<file path="config.mk">
export PLATFORM = sky130hd
export DESIGN_NAME = alu_share_arb
export DESIGN_NICKNAME = d
export VERILOG_FILES = /design/src/rtl/alu_pkg.sv /design/src/rtl/rr_arb2.sv /design/src/rtl/alu_share_arb.sv
export SDC_FILE = /design/constraint.sdc
export NUM_CORES = 1
export LEC_CHECK = 0
export ABC_CLOCK_PERIOD_IN_PS = 2200
export BUFFER_PORTS_ARGS = -buffer_cell sky130_fd_sc_hd__buf_2
export CAP_MARGIN = 30
export CORE_AREA = 2 2 229 231
export CTS_BUF_LIST = sky130_fd_sc_hd__clkbuf_8
export CTS_CLUSTER_SIZE = 12
export DETAILED_ROUTE_END_ITERATION = 8
export DIE_AREA = 0 0 231 233
export GPL_TIMING_DRIVEN = 0
export PLACE_DENSITY = 0.35
export REMOVE_ABC_BUFFERS = 1
export SLEW_MARGIN = 30
export SYNTH_ARGS = -nofsm -noshare
export SYNTH_HDL_FRONTEND = slang
export SYNTH_SLANG_ARGS = --single-unit
</file>
<file path="constraint.sdc">
create_clock -name CLK -period 2.2 [get_ports CLK]
set_input_delay 0.22 -clock CLK [delete_from_list [all_inputs] [get_ports CLK]]
set_output_delay 0.22 -clock CLK [all_outputs]
set_load 0.05 [all_outputs]
</file>
<file path="src/rtl/alu_pkg.sv">
// Shared definitions for the ALU-sharing arbiter.
//   alu_req_t  : one packed ALU operation (operands plus decode fields)
//   OPC_OP     : register-register ALU opcode
//   OPC_OP_IMM : register-immediate ALU opcode
package alu_pkg;

  typedef struct packed {
    logic [31:0] rs1_data;
    logic [31:0] rs2_data;
    logic [31:0] pc;
    logic [19:0] u_imm20;
    logic [4:0]  rs2;
    logic [11:0] imm12;
    logic [6:0]  opcode;
    logic [2:0]  funct3;
    logic        funct1;
  } alu_req_t;

  localparam logic [6:0] OPC_OP     = 7'b0110011;
  localparam logic [6:0] OPC_OP_IMM = 7'b0010011;

endpackage

</file>
<file path="src/rtl/rr_arb2.sv">
// Two-way round-robin arbiter holding the single priority flop.
//   clk_i, rst_ni : clock, asynchronous active-low reset
//   eligible_i    : per-port eligibility
//   grant_o       : one-hot or zero grant
module rr_arb2 (
  input  logic       clk_i,
  input  logic       rst_ni,
  input  logic [1:0] eligible_i,
  output logic [1:0] grant_o
);

  // prio_q names the port favoured when both are eligible.
  logic prio_q, prio_d;

  always_comb begin
    grant_o = eligible_i;
    if (eligible_i == 2'b11) begin
      grant_o = prio_q ? 2'b10 : 2'b01;
    end
    // After a grant the other port becomes favoured; idle cycles keep the pointer.
    prio_d = prio_q;
    if (grant_o[0]) begin
      prio_d = 1'b1;
    end else if (grant_o[1]) begin
      prio_d = 1'b0;
    end
  end

  always_ff @(posedge clk_i or negedge rst_ni) begin
    if (!rst_ni) begin
      prio_q <= 1'b0;
    end else begin
      prio_q <= prio_d;
    end
  end

endmodule

</file>
<file path="src/rtl/alu_share_arb.sv">
// Shares one external ALU between two requesters. At most one operation is
// accepted per cycle (round-robin); the ALU result is captured into a
// one-entry response slot for the granted port and returned with its tag.
//   CLK, RST_N              : clock, asynchronous active-low reset
//   REQ_VALID/REQ_READY     : per-port request handshake
//   REQ0/1_OP, REQ0/1_TAG   : per-port operation and tag
//   RSP_VALID/RSP_READY     : per-port response handshake
//   RSP0/1_DATA, RSP0/1_TAG : held result and tag
//   ALU_*                   : operand/decode drive to the shared ALU, ALU_OUT back
//   OP_COUNT                : accepted-operation counter (wraps)
module alu_share_arb
  import alu_pkg::*;
#(
  parameter int unsigned TAG_W = 4
) (
  input  logic                 CLK,
  input  logic                 RST_N,
  input  logic [1:0]           REQ_VALID,
  output logic [1:0]           REQ_READY,
  input  alu_req_t             REQ0_OP,
  input  alu_req_t             REQ1_OP,
  input  logic [TAG_W-1:0]     REQ0_TAG,
  input  logic [TAG_W-1:0]     REQ1_TAG,
  output logic [1:0]           RSP_VALID,
  input  logic [1:0]           RSP_READY,
  output logic [31:0]          RSP0_DATA,
  output logic [31:0]          RSP1_DATA,
  output logic [TAG_W-1:0]     RSP0_TAG,
  output logic [TAG_W-1:0]     RSP1_TAG,
  output logic [31:0]          ALU_RS1_DATA,
  output logic [31:0]          ALU_RS2_DATA,
  output logic [31:0]          ALU_PC,
  output logic [19:0]          ALU_U_IMM20,
  output logic [11:0]          ALU_IMM12,
  output logic [6:0]           ALU_OPCODE,
  output logic [4:0]           ALU_RS2,
  output logic [2:0]           ALU_FUNCT3,
  output logic [0:0]           ALU_FUNCT1,
  input  logic [31:0]          ALU_OUT,
  output logic [31:0]          OP_COUNT
);

  logic [1:0]       eligible;
  logic [1:0]       grant;
  alu_req_t         sel_op;
  logic [TAG_W-1:0] req_tag [2];

  logic [1:0]       rsp_valid_q, rsp_valid_d;
  logic [31:0]      rsp_data_q [2];
  logic [31:0]      rsp_data_d [2];
  logic [TAG_W-1:0] rsp_tag_q [2];
  logic [TAG_W-1:0] rsp_tag_d [2];
  logic [31:0]      op_count_q, op_count_d;

  assign req_tag[0] = REQ0_TAG;
  assign req_tag[1] = REQ1_TAG;

  // A full slot that drains this cycle can be refilled in the same cycle.
  // Gating with RST_N keeps REQ_READY low throughout reset.
  assign eligible = REQ_VALID & (~rsp_valid_q | RSP_READY) & {2{RST_N}};

  rr_arb2 u_rr_arb2 (
    .clk_i      (CLK),
    .rst_ni     (RST_N),
    .eligible_i (eligible),
    .grant_o    (grant)
  );

  assign REQ_READY = grant;

  // Port 0 drives the ALU whenever port 1 is not granted (result ignored if idle).
  assign sel_op       = grant[1] ? REQ1_OP : REQ0_OP;
  assign ALU_RS1_DATA = sel_op.rs1_data;
  assign ALU_RS2_DATA = sel_op.rs2_data;
  assign ALU_PC       = sel_op.pc;
  assign ALU_U_IMM20  = sel_op.u_imm20;
  assign ALU_IMM12    = sel_op.imm12;
  assign ALU_OPCODE   = sel_op.opcode;
  assign ALU_RS2      = sel_op.rs2;
  assign ALU_FUNCT3   = sel_op.funct3;
  assign ALU_FUNCT1   = sel_op.funct1;

  always_comb begin
    rsp_valid_d = rsp_valid_q;
    rsp_data_d  = rsp_data_q;
    rsp_tag_d   = rsp_tag_q;
    for (int i = 0; i < 2; i++) begin
      if (grant[i]) begin
        rsp_valid_d[i] = 1'b1;
        rsp_data_d[i]  = ALU_OUT;
        rsp_tag_d[i]   = req_tag[i];
      end else if (rsp_valid_q[i] && RSP_READY[i]) begin
        rsp_valid_d[i] = 1'b0;
      end
    end
    op_count_d = op_count_q + {31'd0, |grant};
  end

  always_ff @(posedge CLK or negedge RST_N) begin
    if (!RST_N) begin
      rsp_valid_q <= 2'b00;
      for (int i = 0; i < 2; i++) begin
        rsp_data_q[i] <= 32'd0;
        rsp_tag_q[i]  <= '0;
      end
      op_count_q <= 32'd0;
    end else begin
      rsp_valid_q <= rsp_valid_d;
      for (int i = 0; i < 2; i++) begin
        rsp_data_q[i] <= rsp_data_d[i];
        rsp_tag_q[i]  <= rsp_tag_d[i];
      end
      op_count_q <= op_count_d;
    end
  end

  assign RSP_VALID = rsp_valid_q;
  assign RSP0_DATA = rsp_data_q[0];
  assign RSP1_DATA = rsp_data_q[1];
  assign RSP0_TAG  = rsp_tag_q[0];
  assign RSP1_TAG  = rsp_tag_q[1];
  assign OP_COUNT  = op_count_q;

endmodule

</file>
After elaboration in Yosys (flattened, before gate mapping)
Index checks and enable logic that the tools add are counted.
{"block": "totals", "regBits": 107, "latchBits": 0, "ramBits": 0, "mem_bits_ro": 0, "inputBits": 334, "memories": 0}
{"block": "classes", "addsub": 1, "multipliers": 0, "div": 0, "n_lt_le_gt_ge": 0, "eq_ne": 1, "shift": 0, "n_mux": 9, "bitwise": 4, "reduce_logical": 6}
{"cell": "$mux 144", "count": 1}
{"cell": "$add 32x1->32", "count": 1}
{"cell": "$mux 1", "count": 6}
{"cell": "$reduce_bool 2->1", "count": 3}
{"cell": "$and 2x2->2", "count": 2}
{"cell": "$mux 2", "count": 2}
{"cell": "$eq 2x2->1 const B", "count": 1}
{"cell": "$logic_and 1x1->1", "count": 2}
{"cell": "$not 2->2", "count": 1}
{"cell": "$or 2x2->2", "count": 1}
{"cell": "$reduce_or 2->1", "count": 1}

Logic depth before layout (Yosys ltp)
{"block": "depth", "ltp_word": 8, "ltp_mapped": 11, "ltp_nobuf": 9}

Modules after synthesis
From an unflattened synthesis, not the netlist that was laid out.
{"block": "hier_totals", "hier_cells": 459, "hier_area_um2": 5959.5}
{"mod": "alu_share_arb", "instances": 1, "cells_each": 452, "area_per_inst_um2": 5899.4}
{"mod": "rr_arb2", "instances": 1, "cells_each": 7, "area_per_inst_um2": 60.1}

Least setup slack after synthesis
Ideal clock, no wire load.
{"block": "synth_timing", "path_type": "register -> register", "startpoint": "register rsp_valid_q[1] (netlist: RSP_VALID[1])", "endpoint": "register op_count_q[20] (netlist: OP_COUNT[20])", "arrival_time_ns": 2.680, "required_ns": 2.118, "slack_ns": -0.562, "path_stages_with_launch": 12, "path_buffers": 2, "period_less_slack_ns": 2.762, "cell_sequence": "dfrtp_1 > nand2b_1 > and3_1 > o21ai_0 > ha_1 > ha_1 > and4_1 > buf_4 > or4b_1 > buf_2 > nor3_2 > xor2_1"}
{"block": "synth_between", "elab_chain_len": 8}
{"item": "from (decl)", "line": "alu_share_arb.sv:48", "source": "logic [1:0] rsp_valid_q, rsp_valid_d;"}
{"item": "from (signal assigned)", "line": "alu_share_arb.sv:108", "source": "rsp_valid_q <= rsp_valid_d;"}
{"item": "$not 2->2 *", "line": "alu_share_arb.sv:60", "source": "assign eligible = REQ_VALID & (~rsp_valid_q | RSP_READY) & {2{RST_N}};"}
{"item": "$or 2x2->2 *", "line": "alu_share_arb.sv:60"}
{"item": "$and 2x2->2 * (2 in series)", "line": "alu_share_arb.sv:60"}
{"item": "$eq 2x2->1", "line": "rr_arb2.sv:17", "source": "if (eligible_i == 2'b11) begin"}
{"item": "$mux 2 *", "line": "rr_arb2.sv:17"}
{"item": "$reduce_or 2->1 *", "line": "alu_share_arb.sv:96", "source": "op_count_d = op_count_q + {31'd0, |grant};"}
{"item": "$add 32x1->32 *", "line": "alu_share_arb.sv:96"}
{"item": "named net op_count_d[20]", "line": "alu_share_arb.sv:53", "source": "logic [31:0] op_count_q, op_count_d;"}
{"item": "to (signal assigned)", "line": "alu_share_arb.sv:113", "source": "op_count_q <= op_count_d;"}
{"item": "to (decl)", "line": "alu_share_arb.sv:53"}
Mark *: on every way through the listed nets, which the timed path passes. The rest lies on a longest branch.
A chain may end at the register's enable or synchronous reset.

Worst setup path in the final report
{"block": "layout_timing", "startpoint": "register rsp_valid_q[1] (netlist: RSP_VALID[1])", "endpoint": "output ALU_RS2_DATA[9]"}
{"block": "layout_between", "elab_chain_len": 7}
{"item": "$not 2->2 *", "line": "alu_share_arb.sv:60"}
{"item": "$or 2x2->2 *", "line": "alu_share_arb.sv:60"}
{"item": "$and 2x2->2 * (2 in series)", "line": "alu_share_arb.sv:60"}
{"item": "$eq 2x2->1", "line": "rr_arb2.sv:17"}
{"item": "$mux 2 *", "line": "rr_arb2.sv:17"}
{"item": "$mux 144 *", "line": "alu_share_arb.sv:72", "source": "assign sel_op = grant[1] ? REQ1_OP : REQ0_OP;"}
{"item": "to (decl)", "line": "alu_share_arb.sv:31", "source": "output logic [31:0] ALU_RS2_DATA,"}
Mark *: on every way between the ends. The rest lies on a longest branch, timed or not.

==> results <==
- The count of filler cells inserted in the layout is 5,526.
- The wire length of the first global-routing pass is 60,680 microns.
- The yosys synthesis warning count is 0.
- Derived from the worst setup path, the maximum achievable clock frequency is 0.3785 GHz.
- Sequential cells burn 28.2% of the power.
- For this block, the routed nets add up to 48,160 microns of wire.
- The post-synthesis sequential area ratio is 45.01%.
- The worst stage delay on the critical path is 390 ps.
- The growth of design area from synthesis to finish is 117.9%.
- The critical path goes through nand2b_1, nand3_2, o21bai_4, buf_12, buf_16, buf_16, buf_16, buf_16, mux2_4, buf_8.
- The hold violation total from the final report was 0.
- In this run the worst path has a maximum fanout of 6.
- The cell chosen for the clock root is sky130_fd_sc_hd__clkbuf_8.
- The final number of max-transition violations was 0.
- The power after layout is 9.173 mW.
- The power per cell area is 707.9 nW/um^2.
- The share of final-layout standard cells stronger than drive strength 1 is 80.65%.
- In this run the count of I/O pins placed on the die edge is 586.
- For this run, the total global-route usage over all layers was measured as 17.02%.
- The HPWL after detailed placement is 41,380 microns.
- The synthesized design contains 107 register bits.
- The last weighted congestion value of the routability-driven placer is 0.9311.
- The number of cells on the worst reg-to-reg path is 9.
- The worst hold endpoint is RSP1_DATA[4].
- The setup clock skew after layout is 13.22 ps.
- The worst register-to-register path begins at RSP_VALID[1].
- Counting along the longest clock path gives a buffer depth of 2.
- Entering global routing, the biggest net connects 73 pins.
- The dominant cell type by count on the critical path is sky130_fd_sc_hd__buf_16.
- IR analysis of the VDD net gives a maximum drop of 0.5277 mV.
- The run finished, with violations left.
- The total core area is 51,090 sq um.
- The leakage component of the power is 6.559 nW.
- The worst hold path belongs to the class input port to flop.
- Counting instances, the worst hold path has a depth of 2.
- The number of CTS-inserted buffers is 9.
- From bottom edge to top edge, the die measures 233 microns.
- The worst setup path is launched from a flop.
- Synthesis produced 456 cells.
- The initial antenna violation count is 50.
- The critical path data arrival time is 2420 ps.
- The via count of the first global-routing pass was 6,932.
- The width of the die is 231 microns.
- The number of different library cells used by synthesis comes to 29.
- The net switching fraction of the power is 48.38%.
- At the pin with the least slew margin, the transition time is 744.7 ps.
- The cell row count is 83.
- The share of total power dissipated in combinational logic is 59.2%.
- The violation count after the first detailed-route iteration is 231.
- TritonCTS built the clock tree.
- The number of placed instances, taps included, is 1,706.
- The H-tree level count is 3.
- The clock transition at the register clock pins on the worst setup and hold paths after CTS is 110 ps.
- STA puts the critical path data required time at 1980 ps.
- In this run the most critical hold path is launched from ALU_OUT[4].
- The critical path is of the flop to output pin type.
- The final routed DRC violation total is 0.
- The die covers 53,820 sq um.
- The cell area that synthesis handed to floorplanning was 5948 sq um.
- STA classifies the critical path endpoint as an output pin.
- The cell-internal power is 4.735 mW.
- The number of setup violations in the final report is 150.
- The final net count is 1,449.
- The final critical path takes up 120.1% of the cycle.
- The library cell contributing the largest single delay on the critical path is sky130_fd_sc_hd__dfrtp_1.
- Dividing the detail-routed wire length by the instance count gives 26.49 microns.
- The critical register-to-register path endpoint is OP_COUNT[20].
- The sink count of the clock tree is 107.
- Measured against its own limit, the worst slew margin works out to 49.94%.
- The count of buffers added on input and output ports is 585.
- The time the final worst path needs with I/O delays and setup is 2642 ps.
- The utilization of the core after routing is 25.36%.
- The routed via count is 6,660.
- The starting utilization of the core area is 11.64%.
- After detailed routing, the number of vias per cell comes to 3.663.
- Once layout is complete, the cells apart from fillers number 1,818.
- The pre-antenna-repair detailed-routing pass consisted of 4 iterations.
- The count of nets left with antenna violations once routing finished came out at 0.
- The worst register-to-register path has a setup slack of -130 ps.
- The tool flagged a number of max-cap violations equal to 0.
- The switching power is 4.438 mW.
- Summed over all layers, the global routing overflow is 0.
- Setup repair after global routing could not meet its margin everywhere.
- The checks that failed: setup timing.
- Per report_power, the clock group accounts for 12.6% of the total.
- A synthesized cell averages 13.04 sq um.
- The clock latency at the later pin of the worst-skew pair is 410 ps.
- The final setup slack of the worst path is -441.8 ps.
==> worst max path at each step <==
stage            startpoint               to  cells after the start
3_3_place_gp          RST_N    ALU_FUNCT3[2]                      5
2_1_floorplan  RSP_VALID[0]     REQ_READY[1]                      4
4_1_cts        RSP_VALID[1]       ALU_PC[12]                     10
3_5_place_dp          RST_N  ALU_RS2_DATA[9]                     10
6_report       RSP_VALID[1]  ALU_RS2_DATA[9]                     10
5_1_grt        RSP_VALID[1]       ALU_PC[12]                     10
==> Yosys cell counts <==
master / number / share of area, %
sky130_fd_sc_hd__mux2_2: 215 / 41
sky130_fd_sc_hd__dfrtp_1: 107 / 45
sky130_fd_sc_hd__buf_2: 23 / 1.9
sky130_fd_sc_hd__xnor2_1: 18 / 2.7
sky130_fd_sc_hd__nand2_1: 14 / 0.88
sky130_fd_sc_hd__xor2_1: 12 / 1.8
sky130_fd_sc_hd__nand3_1: 9 / 0.76
sky130_fd_sc_hd__nand4_1: 9 / 0.95
sky130_fd_sc_hd__and3_1: 6 / 0.63
sky130_fd_sc_hd__inv_1: 5 / 0.32
sky130_fd_sc_hd__nor3_1: 5 / 0.42
sky130_fd_sc_hd__nor2_1: 4 / 0.25
sky130_fd_sc_hd__and4_1: 3 / 0.44
sky130_fd_sc_hd__nor4_1: 3 / 0.32
sky130_fd_sc_hd__o21ai_0: 3 / 0.25
sky130_fd_sc_hd__and2_1: 2 / 0.21
sky130_fd_sc_hd__buf_4: 2 / 0.25
sky130_fd_sc_hd__clkbuf_1: 2 / 0.13
sky130_fd_sc_hd__ha_1: 2 / 0.42
sky130_fd_sc_hd__nand2b_1: 2 / 0.21
sky130_fd_sc_hd__nand4b_1: 2 / 0.29
sky130_fd_sc_hd__mux2_1: 1 / 0.19
sky130_fd_sc_hd__nor2_2: 1 / 0.11
sky130_fd_sc_hd__nor3_2: 1 / 0.17
sky130_fd_sc_hd__nor3b_1: 1 / 0.13
sky130_fd_sc_hd__nor4_2: 1 / 0.21
sky130_fd_sc_hd__o21bai_1: 1 / 0.13
sky130_fd_sc_hd__or2_0: 1 / 0.11
sky130_fd_sc_hd__or4b_1: 1 / 0.17
==> cells by family after synthesis <==
kind of cell | synth area share [%]
buffers and inverters | 2.629
and+or+nand+nor | 6.247
adders and majority gates | 0.4206
AOI/OAI and AO/OA | 0.3786
xor gates and xnor gates | 4.417
DFF | 45.01
muxes | 40.89
==> critical path: cells and delay by family, from the launching register on <==
| family | cells | cell delay [ps] |
|---|---|---|
| buffers and inverters | 6 | 860 |
| AND/OR/NAND/NOR | 2 | 210 |
| multiplexers | 1 | 340 |
| flip-flops | 1 | 390 |
| AO/OA/AOI/OAI | 1 | 180 |
==> layout make-up <==
class / count / area, sq um / share of cell area, %
repair buffers: 673 / 5567 / 42.96
well taps: 680 / 850.8 / 6.566
inverters: 5 / 21.27 / 0.1641
multi-input cells: 317 / 3631 / 28.02
clock buffers: 9 / 123.9 / 0.9559
clock inverters: 5 / 32.53 / 0.2510
flip-flops and latches: 107 / 2678 / 20.66
diodes: 22 / 55.05 / 0.4248
==> power by group through the flow <==
stage / Clock (mW) / Combinational (mW) / Sequential [mW]
floorplan: 0 / 1.70 / 3.98
global placement: 0 / 4.66 / 2.60
detailed placement: 0 / 4.57 / 2.62
CTS: 1.26 / 5.38 / 2.59
global route: 1.31 / 5.66 / 2.65
finish: 1.15 / 5.43 / 2.59
==> layout by cell type, fill, tap and decap left out, drive strengths merged <==
cell type	count
buf	642
mux2	216
dfrtp	107
dlygate4sd3	25
diode	22
xnor2	18
nand2	14
clkbuf	14
xor2	12
nand4	9
nand3	9
inv	7
and3	6
nor3	6
nor2	5
nor4	4
and4	3
o21ai	3
nand2b	2
nand4b	2
ha	2
clkinvlp	2
and2	2
or2	1
nor3b	1
or4b	1
o21bai	1
clkinv	1
bufbuf	1
==> state kept, by name (all words and copies together) (netlist names) <==
| register | count |
|---|---|
| u_rr_arb2.prio_q | 1 |
| RSP0_DATA | 32 |
| RSP_VALID | 2 |
| OP_COUNT | 32 |
| RSP1_TAG | 4 |
| RSP1_DATA | 32 |
| RSP0_TAG | 4 |
==> routing by layer <==
metal	track usage [%]	wire length [microns]
met5	0	10
met4	4.899	1554
met3	7.169	5030
met2	31.17	24800
met1	17.65	16760
==> per-stage QoR <==
step                      setup TNS (ps)  hold WS [ps]  worst slack [ps]  cell area [sq um]
after floorplan                 -1579510        -75.59             -9763               5811
after global placement          -3120200         451.9            -16030               9589
after detailed placement         -130070         121.0             -1120               9946
after CTS                         -65360       0.01407            -527.3              12540
after global routing              -60980         17.69            -545.5              12930
final                             -43780         55.46            -441.8              12960
==> repair_timing <==
action / CTS / global route
buffers inserted: 32 / 9
hold buffers: 26 / 0
pin swaps: 7 / 6
cloned: 12 / 5
endpoints found under the setup margin: 182 / 160
endpoints found under the hold margin: 67 / 0
resized for setup: 481 / 74
Note: power is estimated with default switching activity, not from simulation.
